`src/rtl/alu_arbiter.sv`:
```
// Round-robin arbiter that shares one ALU between two valid/ready requesters and returns a tagged, backpressured response.
// Optional ALU_ARB_OPCHK_EN: illegal opcodes are answered with rsp_err instead of being issued to the ALU.

module alu_arbiter #(
    parameter int WIDTH   = 32,
    parameter int ALU_LAT = 1
) (
    input  logic             clk,
    input  logic             reset,
    input  logic             req0_valid,
    output logic             req0_ready,
    input  logic [WIDTH-1:0] req0_s,
    input  logic [WIDTH-1:0] req0_t,
    input  logic [3:0]       req0_control,
    input  logic             req1_valid,
    output logic             req1_ready,
    input  logic [WIDTH-1:0] req1_s,
    input  logic [WIDTH-1:0] req1_t,
    input  logic [3:0]       req1_control,
    output logic [WIDTH-1:0] alu_s,
    output logic [WIDTH-1:0] alu_t,
    output logic [3:0]       alu_control,
    input  logic [WIDTH-1:0] alu_result,
    input  logic             alu_zero,
    input  logic             alu_overflow,
    input  logic             alu_cout,
    output logic             rsp_valid,
    input  logic             rsp_ready,
    output logic             rsp_id,
    output logic [WIDTH-1:0] rsp_result,
    output logic             rsp_zero,
    output logic             rsp_overflow,
    output logic             rsp_cout,
    output logic             rsp_err,
    output logic             busy
);

    localparam int CNT_W = (ALU_LAT > 0) ? $clog2(ALU_LAT + 1) : 1;
    localparam logic [CNT_W-1:0] CNT_LOAD = CNT_W'(ALU_LAT);

    typedef enum logic [1:0] {
        IDLE = 2'd0,
        EXEC = 2'd1,
        RESP = 2'd2
    } state_t;

`ifdef ALU_ARB_OPCHK_EN
    function automatic logic op_legal(input logic [3:0] op);
        logic ok;
        case (op)
            4'h0, 4'h1, 4'h2, 4'h3, 4'h7, 4'hC: ok = 1'b1;
            default:                            ok = 1'b0;
        endcase
        return ok;
    endfunction
`endif

    state_t           state_q, state_d;
    logic             ptr_q, ptr_d;
    logic [CNT_W-1:0] cnt_q, cnt_d;
    logic [WIDTH-1:0] alu_s_q, alu_s_d, alu_t_q, alu_t_d;
    logic [3:0]       alu_control_q, alu_control_d;
    logic             rsp_valid_q, rsp_valid_d, rsp_id_q, rsp_id_d;
    logic [WIDTH-1:0] rsp_result_q, rsp_result_d;
    logic             rsp_zero_q, rsp_zero_d, rsp_overflow_q, rsp_overflow_d;
    logic             rsp_cout_q, rsp_cout_d, rsp_err_q, rsp_err_d;
    logic             busy_q, busy_d;

    logic             grant0_s, grant1_s, grant_s;
    logic [WIDTH-1:0] sel_s_s, sel_t_s;
    logic [3:0]       sel_control_s;

    // A lone requester always wins; on contention the pointer side wins.
    assign grant0_s = (state_q == IDLE) & req0_valid & (~ptr_q | ~req1_valid);
    assign grant1_s = (state_q == IDLE) & req1_valid & (ptr_q | ~req0_valid);
    assign grant_s  = grant0_s | grant1_s;

    assign sel_s_s       = grant1_s ? req1_s       : req0_s;
    assign sel_t_s       = grant1_s ? req1_t       : req0_t;
    assign sel_control_s = grant1_s ? req1_control : req0_control;

    assign req0_ready   = grant0_s;
    assign req1_ready   = grant1_s;
    assign alu_s        = alu_s_q;
    assign alu_t        = alu_t_q;
    assign alu_control  = alu_control_q;
    assign rsp_valid    = rsp_valid_q;
    assign rsp_id       = rsp_id_q;
    assign rsp_result   = rsp_result_q;
    assign rsp_zero     = rsp_zero_q;
    assign rsp_overflow = rsp_overflow_q;
    assign rsp_cout     = rsp_cout_q;
    assign rsp_err      = rsp_err_q;
    assign busy         = busy_q;

    // Next-state and next-output computation for the IDLE/EXEC/RESP sequence.
    always_comb begin
        state_d        = state_q;
        ptr_d          = ptr_q;
        cnt_d          = cnt_q;
        alu_s_d        = alu_s_q;
        alu_t_d        = alu_t_q;
        alu_control_d  = alu_control_q;
        rsp_valid_d    = rsp_valid_q;
        rsp_id_d       = rsp_id_q;
        rsp_result_d   = rsp_result_q;
        rsp_zero_d     = rsp_zero_q;
        rsp_overflow_d = rsp_overflow_q;
        rsp_cout_d     = rsp_cout_q;
        rsp_err_d      = rsp_err_q;
        case (state_q)
            IDLE: begin
                if (grant_s) begin
                    ptr_d    = ~grant1_s;
                    rsp_id_d = grant1_s;
`ifdef ALU_ARB_OPCHK_EN
                    if (!op_legal(sel_control_s)) begin
                        // Rejected opcodes never touch the ALU registers.
                        state_d        = RESP;
                        rsp_valid_d    = 1'b1;
                        rsp_err_d      = 1'b1;
                        rsp_result_d   = '0;
                        rsp_zero_d     = 1'b0;
                        rsp_overflow_d = 1'b0;
                        rsp_cout_d     = 1'b0;
                    end else begin
                        state_d       = EXEC;
                        cnt_d         = CNT_LOAD;
                        alu_s_d       = sel_s_s;
                        alu_t_d       = sel_t_s;
                        alu_control_d = sel_control_s;
                    end
`else
                    state_d       = EXEC;
                    cnt_d         = CNT_LOAD;
                    alu_s_d       = sel_s_s;
                    alu_t_d       = sel_t_s;
                    alu_control_d = sel_control_s;
`endif
                end else begin
                    state_d = IDLE;
                end
            end
            EXEC: begin
                if (cnt_q == '0) begin
                    state_d        = RESP;
                    rsp_valid_d    = 1'b1;
                    rsp_result_d   = alu_result;
                    rsp_zero_d     = alu_zero;
                    rsp_overflow_d = alu_overflow;
                    rsp_cout_d     = alu_cout;
                    rsp_err_d      = 1'b0;
                end else begin
                    cnt_d = cnt_q - CNT_W'(1);
                end
            end
            RESP: begin
                if (rsp_ready) begin
                    state_d     = IDLE;
                    rsp_valid_d = 1'b0;
                end else begin
                    state_d = RESP;
                end
            end
            default: begin
                state_d     = IDLE;
                rsp_valid_d = 1'b0;
            end
        endcase
        busy_d = (state_d != IDLE);
    end

    // State and output registers; reset abandons any operation in flight.
    always_ff @(posedge clk) begin
        if (reset) begin
            state_q        <= IDLE;
            ptr_q          <= 1'b0;
            cnt_q          <= '0;
            alu_s_q        <= '0;
            alu_t_q        <= '0;
            alu_control_q  <= 4'h0;
            rsp_valid_q    <= 1'b0;
            rsp_id_q       <= 1'b0;
            rsp_result_q   <= '0;
            rsp_zero_q     <= 1'b0;
            rsp_overflow_q <= 1'b0;
            rsp_cout_q     <= 1'b0;
            rsp_err_q      <= 1'b0;
            busy_q         <= 1'b0;
        end else begin
            state_q        <= state_d;
            ptr_q          <= ptr_d;
            cnt_q          <= cnt_d;
            alu_s_q        <= alu_s_d;
            alu_t_q        <= alu_t_d;
            alu_control_q  <= alu_control_d;
            rsp_valid_q    <= rsp_valid_d;
            rsp_id_q       <= rsp_id_d;
            rsp_result_q   <= rsp_result_d;
            rsp_zero_q     <= rsp_zero_d;
            rsp_overflow_q <= rsp_overflow_d;
            rsp_cout_q     <= rsp_cout_d;
            rsp_err_q      <= rsp_err_d;
            busy_q         <= busy_d;
        end
    end

endmodule

```
`config.mk`:
```
export PLATFORM = sky130hd
export DESIGN_NAME = alu_arbiter
export DESIGN_NICKNAME = d
export VERILOG_FILES = /design/src/rtl/alu_arbiter.sv
export SDC_FILE = /design/constraint.sdc
export NUM_CORES = 1
export LEC_CHECK = 0
export CAP_MARGIN = 40
export CORE_MARGIN = 3
export CORE_UTILIZATION = 38
export DETAILED_ROUTE_END_ITERATION = 7
export PLACE_DENSITY_LB_ADDON = 0.05
export REMOVE_ABC_BUFFERS = 1
export SKIP_LAST_GASP = 1
export SLEW_MARGIN = 5
export SYNTH_ARGS = -nofsm -noshare
export SYNTH_HDL_FRONTEND = slang
export SYNTH_SLANG_ARGS = --single-unit
```
`constraint.sdc`:
```
create_clock -name clk -period 1.8 [get_ports clk]
set_input_delay 0.36 -clock clk [delete_from_list [all_inputs] [get_ports clk]]
set_output_delay 0.36 -clock clk [all_outputs]
set_load 0.01 [all_outputs]
```
Word level (Yosys, flattened, before mapping)
Cells that the tools add are included.
{"block": "op_classes", "n_reduce_logical": 7, "n_mux": 13, "n_bitwise": 13, "eq_ne": 5, "add_sub_neg": 1}
{"op": "$mux 32", "count": 2}
{"op": "$ne 2x2->1 const B", "count": 3}
{"op": "$not 1->1", "count": 6}
{"op": "$pmux 2 s3", "count": 1}
{"op": "$reduce_and 2->1", "count": 3}
{"op": "$mux 1", "count": 5}
{"op": "$and 1x1->1", "count": 4}
{"op": "$mux 2", "count": 2}
{"op": "$mux 4", "count": 1}
{"op": "$reduce_bool 2->1", "count": 2}
{"op": "$or 1x1->1", "count": 3}
{"op": "$pmux 1 s3", "count": 1}
{"op": "$reduce_and 3->1", "count": 1}
{"op": "$eq 2x1->1 const B", "count": 1}
{"op": "$eq 2x2->1 const B", "count": 1}
{"op": "$logic_not 2->1", "count": 1}
{"op": "$pmux 1 s2", "count": 1}
{"op": "$sub 1x1->1 const B", "count": 1}
{"block": "totals", "word_cells": 52, "register_bits": 110, "out_inout_bits": 109}

Logic depth before layout (Yosys ltp)
{"block": "depth", "ltp_word": 7, "ltp_mapped": 7}

Least setup slack after synthesis
OpenSTA, ideal clock, no wires.
{"block": "synth_path", "path_kind": "register -> output", "startpoint": "register state_q[1]", "endpoint": "output port req1_ready", "slack_ns": 0.157, "stages_incl_launch_ff": 6, "t_arrival_ns": 1.283, "required_ns": 1.440, "cell_sequence": "dfxtp_1 > buf_4 > or3b_1 > clkbuf_1 > buf_2 > nor2_1"}
{"block": "synth_via", "elab_chain_len": 3}
{"element": "start, declared", "line_no": "58", "rtl": "state_t state_q, state_d;"}
{"element": "start signal, assigned", "line_no": "191", "rtl": "state_q <= state_d;"}
{"element": "$logic_not 2->1", "line_no": "75", "rtl": "assign grant1_s = (state_q == IDLE) & req1_valid & (ptr_q | ~req0_valid);"}
{"element": "$and 1x1->1 (2 in a row)", "line_no": "75"}
{"element": "end, declared", "line_no": "16", "rtl": "output logic req1_ready,"}
Every way passes these cells.

Worst setup path after layout
Ends and elaborated chain as after synthesis.

==> flow_summary.toml <==
[outcome]
status = "complete, no violations"

[setup_path]
startpoint = "state_q[1]"
worst-path-buf-inv = 1
start_kind = "register"
r2r.worst_path.cells = 5
slowest_stage = "or3b_4"
reg2reg_setup_slack_ns = 0.17
slowest_delay_ns = 0.44
cp.required_ns = 1.44
cp.arrival_ns = 1.37
timing.rr.end = "alu_s[18]"
crit_path_max_fanout = 3
critPathTopFamily = "simple AND/OR/NAND/NOR gates"
critical_path_class = "reg2out"
reg2reg_from = "state_q[1]"
worstPathCellList = "or3b_4, nor2_4, buf_6"
crit_path_end_kind = "output port"

[synthesis]
ys_warn_count = 0
postSynth.asyncResetShare_pct = 0
synth_largest_area_cell = "dfxtp_1"
synth.top_cell.area_share_pct = 45.6
synthMostInstantiatedCell = "dfxtp_1"
yosys-top-cells-area = "dfxtp_1 46%, a311oi_1 12%, a21oi_1 7.7%"
postSynthAreaPerCell_um2 = 8.70
syn_inst = 555
yosysUniqueCellTypes = 28
synth_edf_count = 0
yosys_most_used_dff = "dfxtp_1"
ys_ff_latch = 110
ys_seq_area_share_pct = 45.6
synth_common_cells = "110 x dfxtp_1, 74 x a21oi_1, 68 x a311oi_1, 68 x nand3_1, 67 x o21ai_0"
netlist_area_um2 = 4830

[place]
place_ws_ns = -0.615
numPortBuffers = 283
place_congestion = 0.801
dp_hpwl_um = 13100
dp_cells = 963

[grt]
antenna_found_initial = 0
grt_max_degree = 70
first_global_vias = 5485
grt_pass1_wl_um = 29700
grt_usage_pct = 25.8
grt_overflow = 0

[route]
route.met2.wl_um = 9200
wl_per_cell_um = 19.3
vias = 5515
drt_iter0_markers = 322
dr.max_layer_used = "met4"
dr_wl_met3_um = 1710
drtPass1Iterations = 5
ant_nets = 0
drt-met1-wl_um = 7380
wirelength_um = 18900
drcViolationCount = 0
drt-vias-per-instance = 5.63

[timing]
setup_ws_ns = 0.0702
fin_skew_ns = 0.0104
rsz0062_at_grt = "no"
worst_slew_pin_slew_ns = 0.572
fmax_mhz = 578
fin_crit_sh_pct = 96.1
finalHoldViolCount = 0
period_needed_ns = 1.73
slew_viol_final = 0
final-setup-viol-count = 0
max-slew-margin-rel_pct = 61.9

[power_and_ir_drop]
vdd_drop_max_mv = 0.445
power_density_nw_per_um2 = 880
leakagePower_nw = 2.89
power_mw = 7.24

[worst_hold_path]
hold_class = "reg2reg"
hold-path-cell-count = 2
hp-start = "rsp_result[5]"
whs_endpoint = "rsp_result[5]"

[cells_and_area]
diodes = 0
area_growth_pct = 70.2
finalNonFillerCells = 979
drive_gt1_share_pct = 7.40
nets = 982

[clock_tree]
clk_latency_ns = 0.35
cts_root_buffer = "clkbuf_16"
ctsLongestPathBuffers = 2
ctsHoldBuffers = 0
clk_pin_slew_worst_paths_ns = 0.07
htreeDepth = 3
clock-sinks = 110
cts_buffers = 9
cts_tree = "done"

[die]
fp-row-count = 40
start_util_pct = 39.6
core-area_um2 = 12200
die_w_um = 119
io_pins = 285
dieArea_um2 = 14100
dieHeight_um = 119

[flow_run]
maxCapViolCount = 0
-- worst register-to-register path: stages (launching register included) --
cell and delay, ns:
dfxtp_1 0.35, buf_4 0.18, nor3b_4 0.30, buf_12 0.26, nand3_1 0.13, a311oi_1 0.31
-- cell type report --
| type | instances | area (um^2) |
|---|---|---|
| timing repair buffer | 312 | 3210 |
| tap | 168 | 210 |
| clock buffer | 13 | 270 |
| clock inverter | 3 | 17.5 |
| multi-input combinational | 373 | 2310 |
| sequential | 110 | 2200 |
| fill | 1086 | 3990 |
-- state kept, by name, summed over array words and instances, names as in the netlist, 2 cells and up --
| register | count |
|---|---|
| alu_t | 32 |
| alu_control | 4 |
| alu_s | 32 |
| state_q | 2 |
| rsp_result | 32 |
-- where the power goes --
part	internal [mW]	leakage [nW]	switching (mW)
sequential	2.73	0.909	0.161
combinational	1.30	1.84	1.12
clock	1.05	0.142	0.880
total	5.08	2.89	2.16
-- layout by cell type, fill, tap and decap left out --
cell             count
clkdlybuf4s50_1    278
dfxtp_1            109
a21oi_1             73
nand3_1             68
a311oi_1            68
o21ai_0             67
nor2_1              39
mux2i_1             35
buf_4               16
buf_12              12
clkbuf_16            9
nand2_1              4
clkbuf_8             3
or3b_4               2
nor2_4               2
or2_2                2
o21ai_1              2
clkinv_2             2
buf_6                2
and2b_2              1
a21oi_2              1
and2_4               1
nor3b_4              1
nand2b_2             1
nand3b_1             1
nor3b_2              1
nand2b_1             1
a22oi_1              1
a31oi_1              1
conb_1               1
clkinvlp_4           1
clkbuf_1             1
dlygate4sd2_1        1
dlymetal6s2s_1       1
buf_2                1
buf_8                1
dfxtp_2              1
-- worst max path at each step --
stage                     cells past startpoint          to  slack (ns)
final                                         3  req1_ready        0.07
after global routing                          3  req1_ready        0.04
after CTS                                     4  req1_ready       -0.07
after detailed placement                      4  req1_ready       -0.61
after global placement                        4  req1_ready       -0.62
after floorplan                               3    rsp_cout       -3.04
-- repair_timing --
action,in CTS,in global routing
buffers inserted,0,0
resized for setup,18,4
setup endpoints to repair,66,16
pin swaps,0,0
-- through the flow --
step	cell area (um^2)	util, %	setup TNS [ns]	hold WS, ns
final	8220	67.3	0	0.494
after global routing	8220	67.3	0	0.526
after CTS	8210	67.3	-0.0717	0.498
after detailed placement	7910	64.8	-28.44	0.480
after global placement	7910	64.8	-25.89	0.473
after floorplan	4490	-	-174.92	0.429
-- cells by family (layout without fill, tap and decap cells) --
group,after synthesis,count (layout),share of synthesized area (%)
and+or+nand+nor,124,124,12.5
DFF,110,110,45.6
buffers and inverters,72,328,7.15
other,1,1,0.0776
muxes,35,35,7.25
AOI/OAI and AO/OA,213,213,27.4
-- layer usage --
| metal | vias up | global-route usage [%] |
|---|---|---|
| li1 | 2569 | - |
| met1 | 2656 | 29.7 |
| met2 | 253 | 43.8 |
| met3 | 37 | 8.80 |
| met4 | 0 | 10.4 |
| met5 | - | 0 |
Power figures use the tool's default switching activity.
==> variant 1 (same settings) <==
`rsp_result_q` no longer has a reset.
--- a/src/rtl/alu_arbiter.sv
+++ b/src/rtl/alu_arbiter.sv
@@ -183,3 +183,2 @@
             rsp_id_q       <= 1'b0;
-            rsp_result_q   <= '0;
             rsp_zero_q     <= 1'b0;
@@ -198,3 +197,2 @@
             rsp_id_q       <= rsp_id_d;
-            rsp_result_q   <= rsp_result_d;
             rsp_zero_q     <= rsp_zero_d;
@@ -207,2 +205,6 @@
 
+    always_ff @(posedge clk) begin
+        rsp_result_q <= rsp_result_d;
+    end
+
 endmodule
Formal check against the unedited RTL: differs if reset is asserted again (counterexample within 4 cycles, from zero or initial values and one cycle with reset high); with reset held inactive, the same outputs for 4 cycles.
==> variant 1 against the original RTL <==
  * Setup slack better by 0.010 ns
  * Routed wire length shrank 6.1%
  * Clock skew fell by 0.0022 ns
  * Area after synthesis down 3.0%
  * Critical endpoint unchanged
  * Sequential power is 4% higher
  * Total power shrank 1.0%
  * Sequential cell count is the same
  * Maximum frequency up 0.59%
  * Highest routed layer unchanged
  * Design area down 3.3%
==> variant 1: results (changes against the original RTL) <==
{| class="wikitable"
! Metric !! Value
|-
| Setup Slack @ Placement || -0.677 ns (was -0.615 ns)
|-
| Number of buffers added by the clock tree synthesis step || 9 (unchanged)
|-
| Clock tree root buffer cell || sky130_fd_sc_hd__clkbuf_16 (unchanged)
|-
| Filler cells || 968 (was 1,086)
|-
| Depth of the CTS H-tree || 3 (unchanged)
|-
| Met2 usage || 0.413 (was 0.438)
|-
| Cell leakage power || 2.73 nW (was 2.89 nW)
|-
| Status || finished, final reports clean (unchanged)
|-
| HPWL after detailed placement || 12.1 mm (was 13.1 mm)
|-
| Total of buffers placed on input and output ports || 283 (unchanged)
|-
| Critical path fanouts, max || 3 (unchanged)
|-
| Routed vias/inst || 5.66 (was 5.63)
|-
| Met1 usage in global routing || 0.280 (was 0.297)
|-
| Fraction of final layout cells sized beyond drive strength 1 || 0.0688 (was 0.0740)
|-
| # nets final || 912 (was 982)
|-
| Commonest cells post-synth || 78 x sky130_fd_sc_hd__dfxtp_1, 74 x sky130_fd_sc_hd__a21oi_1, 68 x sky130_fd_sc_hd__nand3_1 (was 110 x sky130_fd_sc_hd__dfxtp_1, 74 x sky130_fd_sc_hd__a21oi_1, 68 x sky130_fd_sc_hd__a311oi_1, 68 x sky130_fd_sc_hd__nand3_1, 67 x sky130_fd_sc_hd__o21ai_0)
|-
| Via count of the first global-routing pass || 4,911 (was 5,485)
|-
| Detailed Routing Iterations Pass 1 || 5 (unchanged)
|-
| Max rail drop VDD || 0.511 mV (was 0.445 mV)
|-
| Maximum number of pins on one net before global-route repair || 79 (was 70)
|-
| Logic depth of the worst register-to-register path || 5 (unchanged)
|-
| Largest cells by area after synthesis || sky130_fd_sc_hd__dfxtp_1 33%, sky130_fd_sc_hd__edfxtp_1 21%, sky130_fd_sc_hd__a311oi_1 13% (was sky130_fd_sc_hd__dfxtp_1 46%, sky130_fd_sc_hd__a311oi_1 12%, sky130_fd_sc_hd__a21oi_1 7.7%)
|-
| Sequential standard cell area || 2520 um2 (was 2200 um2)
|-
| Skew final || 0.00813 ns (was 0.0104 ns)
|-
| Overall track demand over capacity in global routing || 0.243 (was 0.258)
|-
| Initial detailed-routing violation count || 498 (was 322)
|-
| Slew at the pin closest to its max-slew limit || 0.533 ns (was 0.572 ns)
|-
| Number of antenna violations at the first check in global routing || 1 (was 0)
|-
| Wire length per cell || 20.0 um (was 19.3 um)
|-
| Unique masters post-synth || 31 (was 28)
|-
| Synthesis warning total || 0 (unchanged)
|-
| Clock input transition at the sequential cells of the worst setup and hold paths || 0.07 ns (about the same)
|-
| Count of flip-flops with a built-in enable after synthesis || 32 (was 0)
|-
| Post-detailed-placement cell area || 7640 um2 (was 7910 um2)
|-
| Final cycle utilization of the critical path || 0.955 (was 0.961)
|-
| Routability congestion estimate || 0.769 (was 0.801)
|-
| Register area share after synthesis || 0.538 (was 0.456)
|-
| Met3 Resource Use GR || 0.0879 (was 0.0880)
|-
| Wire length of the first global-routing pass || 26.1 mm (was 29.7 mm)
|}
==> variant 1: cell count changes after synthesis, sizes merged <==
| cell | unedited run | this run |
|---|---|---|
| buf | 22 | 21 |
| clkbuf | 50 | 44 |
| dfxtp | 110 | 78 |
| edfxtp | 0 | 32 |
| mux2i | 35 | 3 |
| nor2 | 41 | 9 |
==> variant 1: cell type report <==
class | instances | area share
clock buffer | 12 | 0.0297
clock inverter | 4 | 0.00598
tap | 143 | 0.0225
timing repair buffer | 306 | 0.387
sequential | 110 | 0.317
antenna | 1 | 0.000315
multi-input combinational | 309 | 0.237
==> variant 1: per-layer routing <==
metal,part of all wire,vias to the layer above
met4,0.021,0
met3,0.11,26
li1,-,2366
met5,0,-
met1,0.38,2359
met2,0.49,257
==> variant 1: repair_timing <==
action	CTS	global route
setup endpoints to repair	38	48
pin swaps	1	1
resized for setup	18	1
setup buffers	1	0
==> variant 1: path summary, 6_finish.rpt <==
check | to | from
worst max register to register | alu_s[24] | state_q[1]
worst max-delay path | req1_ready | state_q[1]
worst min register to register | rsp_valid | rsp_valid
worst min-delay path | rsp_valid | rsp_valid
==> variant 1: through the flow <==
stage | hold slack (ns) | cells | TNS (ns)
2_1_floorplan | 0.428 | 419 | -88.51
3_3_place_gp | 0.474 | 867 | -24.23
3_5_place_dp | 0.489 | 867 | -26.27
4_1_cts | 0.503 | 884 | -0.0545
5_1_grt | 0.522 | 885 | 0
6_report | 0.503 | 885 | 0
==> variant 1: logic make-up after synthesis <==
logic type | share of synthesized area
other cells | 0.000800
compound gates | 0.284
simple gates | 0.104
mux | 0.00641
buf+inv | 0.0660
flops | 0.538
==> variant 1: critical path, stage by stage, from the launching register on <==
cell                      delay [ns]
sky130_fd_sc_hd__dfxtp_1        0.33
sky130_fd_sc_hd__or3b_4         0.43
sky130_fd_sc_hd__nor2_4         0.14
sky130_fd_sc_hd__buf_6          0.12
==> variant 1: where the power goes <==
| group | switching (W) | internal, W | total (W) |
|---|---|---|---|
| clock network | 0.000862 | 0.00108 | 0.00194 |
| registers | 0.000141 | 0.00286 | 0.00300 |
| logic | 0.00104 | 0.00118 | 0.00222 |
==> variant 2 (same settings) <==
Made on the original files. Add a define of `ALU_ARB_OPCHK_EN`.
--- a/src/rtl/alu_arbiter.sv
+++ b/src/rtl/alu_arbiter.sv
@@ -2,2 +2,4 @@
 // Optional ALU_ARB_OPCHK_EN: illegal opcodes are answered with rsp_err instead of being issued to the ALU.
+
+`define ALU_ARB_OPCHK_EN
 
Check against the original RTL: not equivalent (a bounded check fails within 4 cycles, from zero or initial values and one cycle with reset high).
==> variant 2 against the original RTL <==
  * Routed wire length increased by 5.8%
  * Highest routed layer unchanged
  * The flow now finishes with violations (negative setup slack)
  * Design area increased by 9.1%
  * Clock power rose by 22%
  * Sequential cell count up 1
  * Total power grew 8.5%
  * Hold slack got worse by 0.038 ns
  * Area after synthesis rose by 2.0%
  * Setup slack worse by 0.10 ns
==> variant 2: results (changes against the original RTL) <==
{| class="wikitable"
! Metric !! Value
|-
| Violated checks || negative setup slack
|-
| Overall track demand over capacity in global routing || 0.256 (was 0.258)
|-
| Logic depth of the worst register-to-register path || 7 (was 5)
|-
| Non-clock buffer count || 329 (was 312)
|-
| Final worst slack || -0.0313 ns (was 0.0702 ns)
|-
| Cell leakage power || 3.15 nW (was 2.89 nW)
|-
| Flop pwr share || 0.363 (was 0.399)
|-
| Unique masters post-synth || 34 (was 28)
|-
| Timing startpoint of the critical path || state_q[0] (was state_q[1])
|-
| Worst Hold Slack || 0.456 ns (was 0.494 ns)
|-
| Total of buffers placed on input and output ports || 284 (was 283)
|-
| Status || complete, but fails checks (was finished, final reports clean)
|-
| Via count of the first global-routing pass || 5,648 (was 5,485)
|-
| # nets final || 1,050 (was 982)
|-
| Skew final || 0.00801 ns (was 0.0104 ns)
|-
| Wire length of the first global-routing pass || 30.0 mm (was 29.7 mm)
|-
| Post-detailed-placement cell area || 8100 um2 (was 7910 um2)
|-
| Multi-input combinational area share || 0.301 (was 0.281)
|-
| Routed wl met3 || 1.69 mm (was 1.71 mm)
|-
| Max rail drop VDD || 0.473 mV (was 0.445 mV)
|-
| Layout non-clock buf frac || 0.387 (was 0.390)
|-
| CP arrival || 2.09 ns (was 1.37 ns)
|-
| Initial detailed-routing violation count || 455 (was 322)
|-
| Routed metal-1 wire length || 7.63 mm (was 7.38 mm)
|-
| Final setup viols || 13 (was 0)
|}
-- variant 2: cell types whose count changed after synthesis, moves of 3 or more --
cell and change:
sky130_fd_sc_hd__nand2_1 +132, sky130_fd_sc_hd__o21ai_0 -64, sky130_fd_sc_hd__a21oi_1 +36, sky130_fd_sc_hd__nor2_1 -36
sky130_fd_sc_hd__a22oi_1 +34, sky130_fd_sc_hd__mux2i_1 -32, sky130_fd_sc_hd__nand3_1 -31, sky130_fd_sc_hd__a311oi_1 -14
sky130_fd_sc_hd__a311oi_2 +10, sky130_fd_sc_hd__buf_4 -8, sky130_fd_sc_hd__a211oi_1 +3, sky130_fd_sc_hd__buf_1 +3
-- variant 2: what timing repair did --
item / CTS / global route
resized for setup: 33 / 39
setup buffers: 4 / 3
endpoints found under the hold margin: 0 / 0
endpoints found under the setup margin: 107 / 106
pin swaps: 2 / 11
gates cloned: 3 / 3
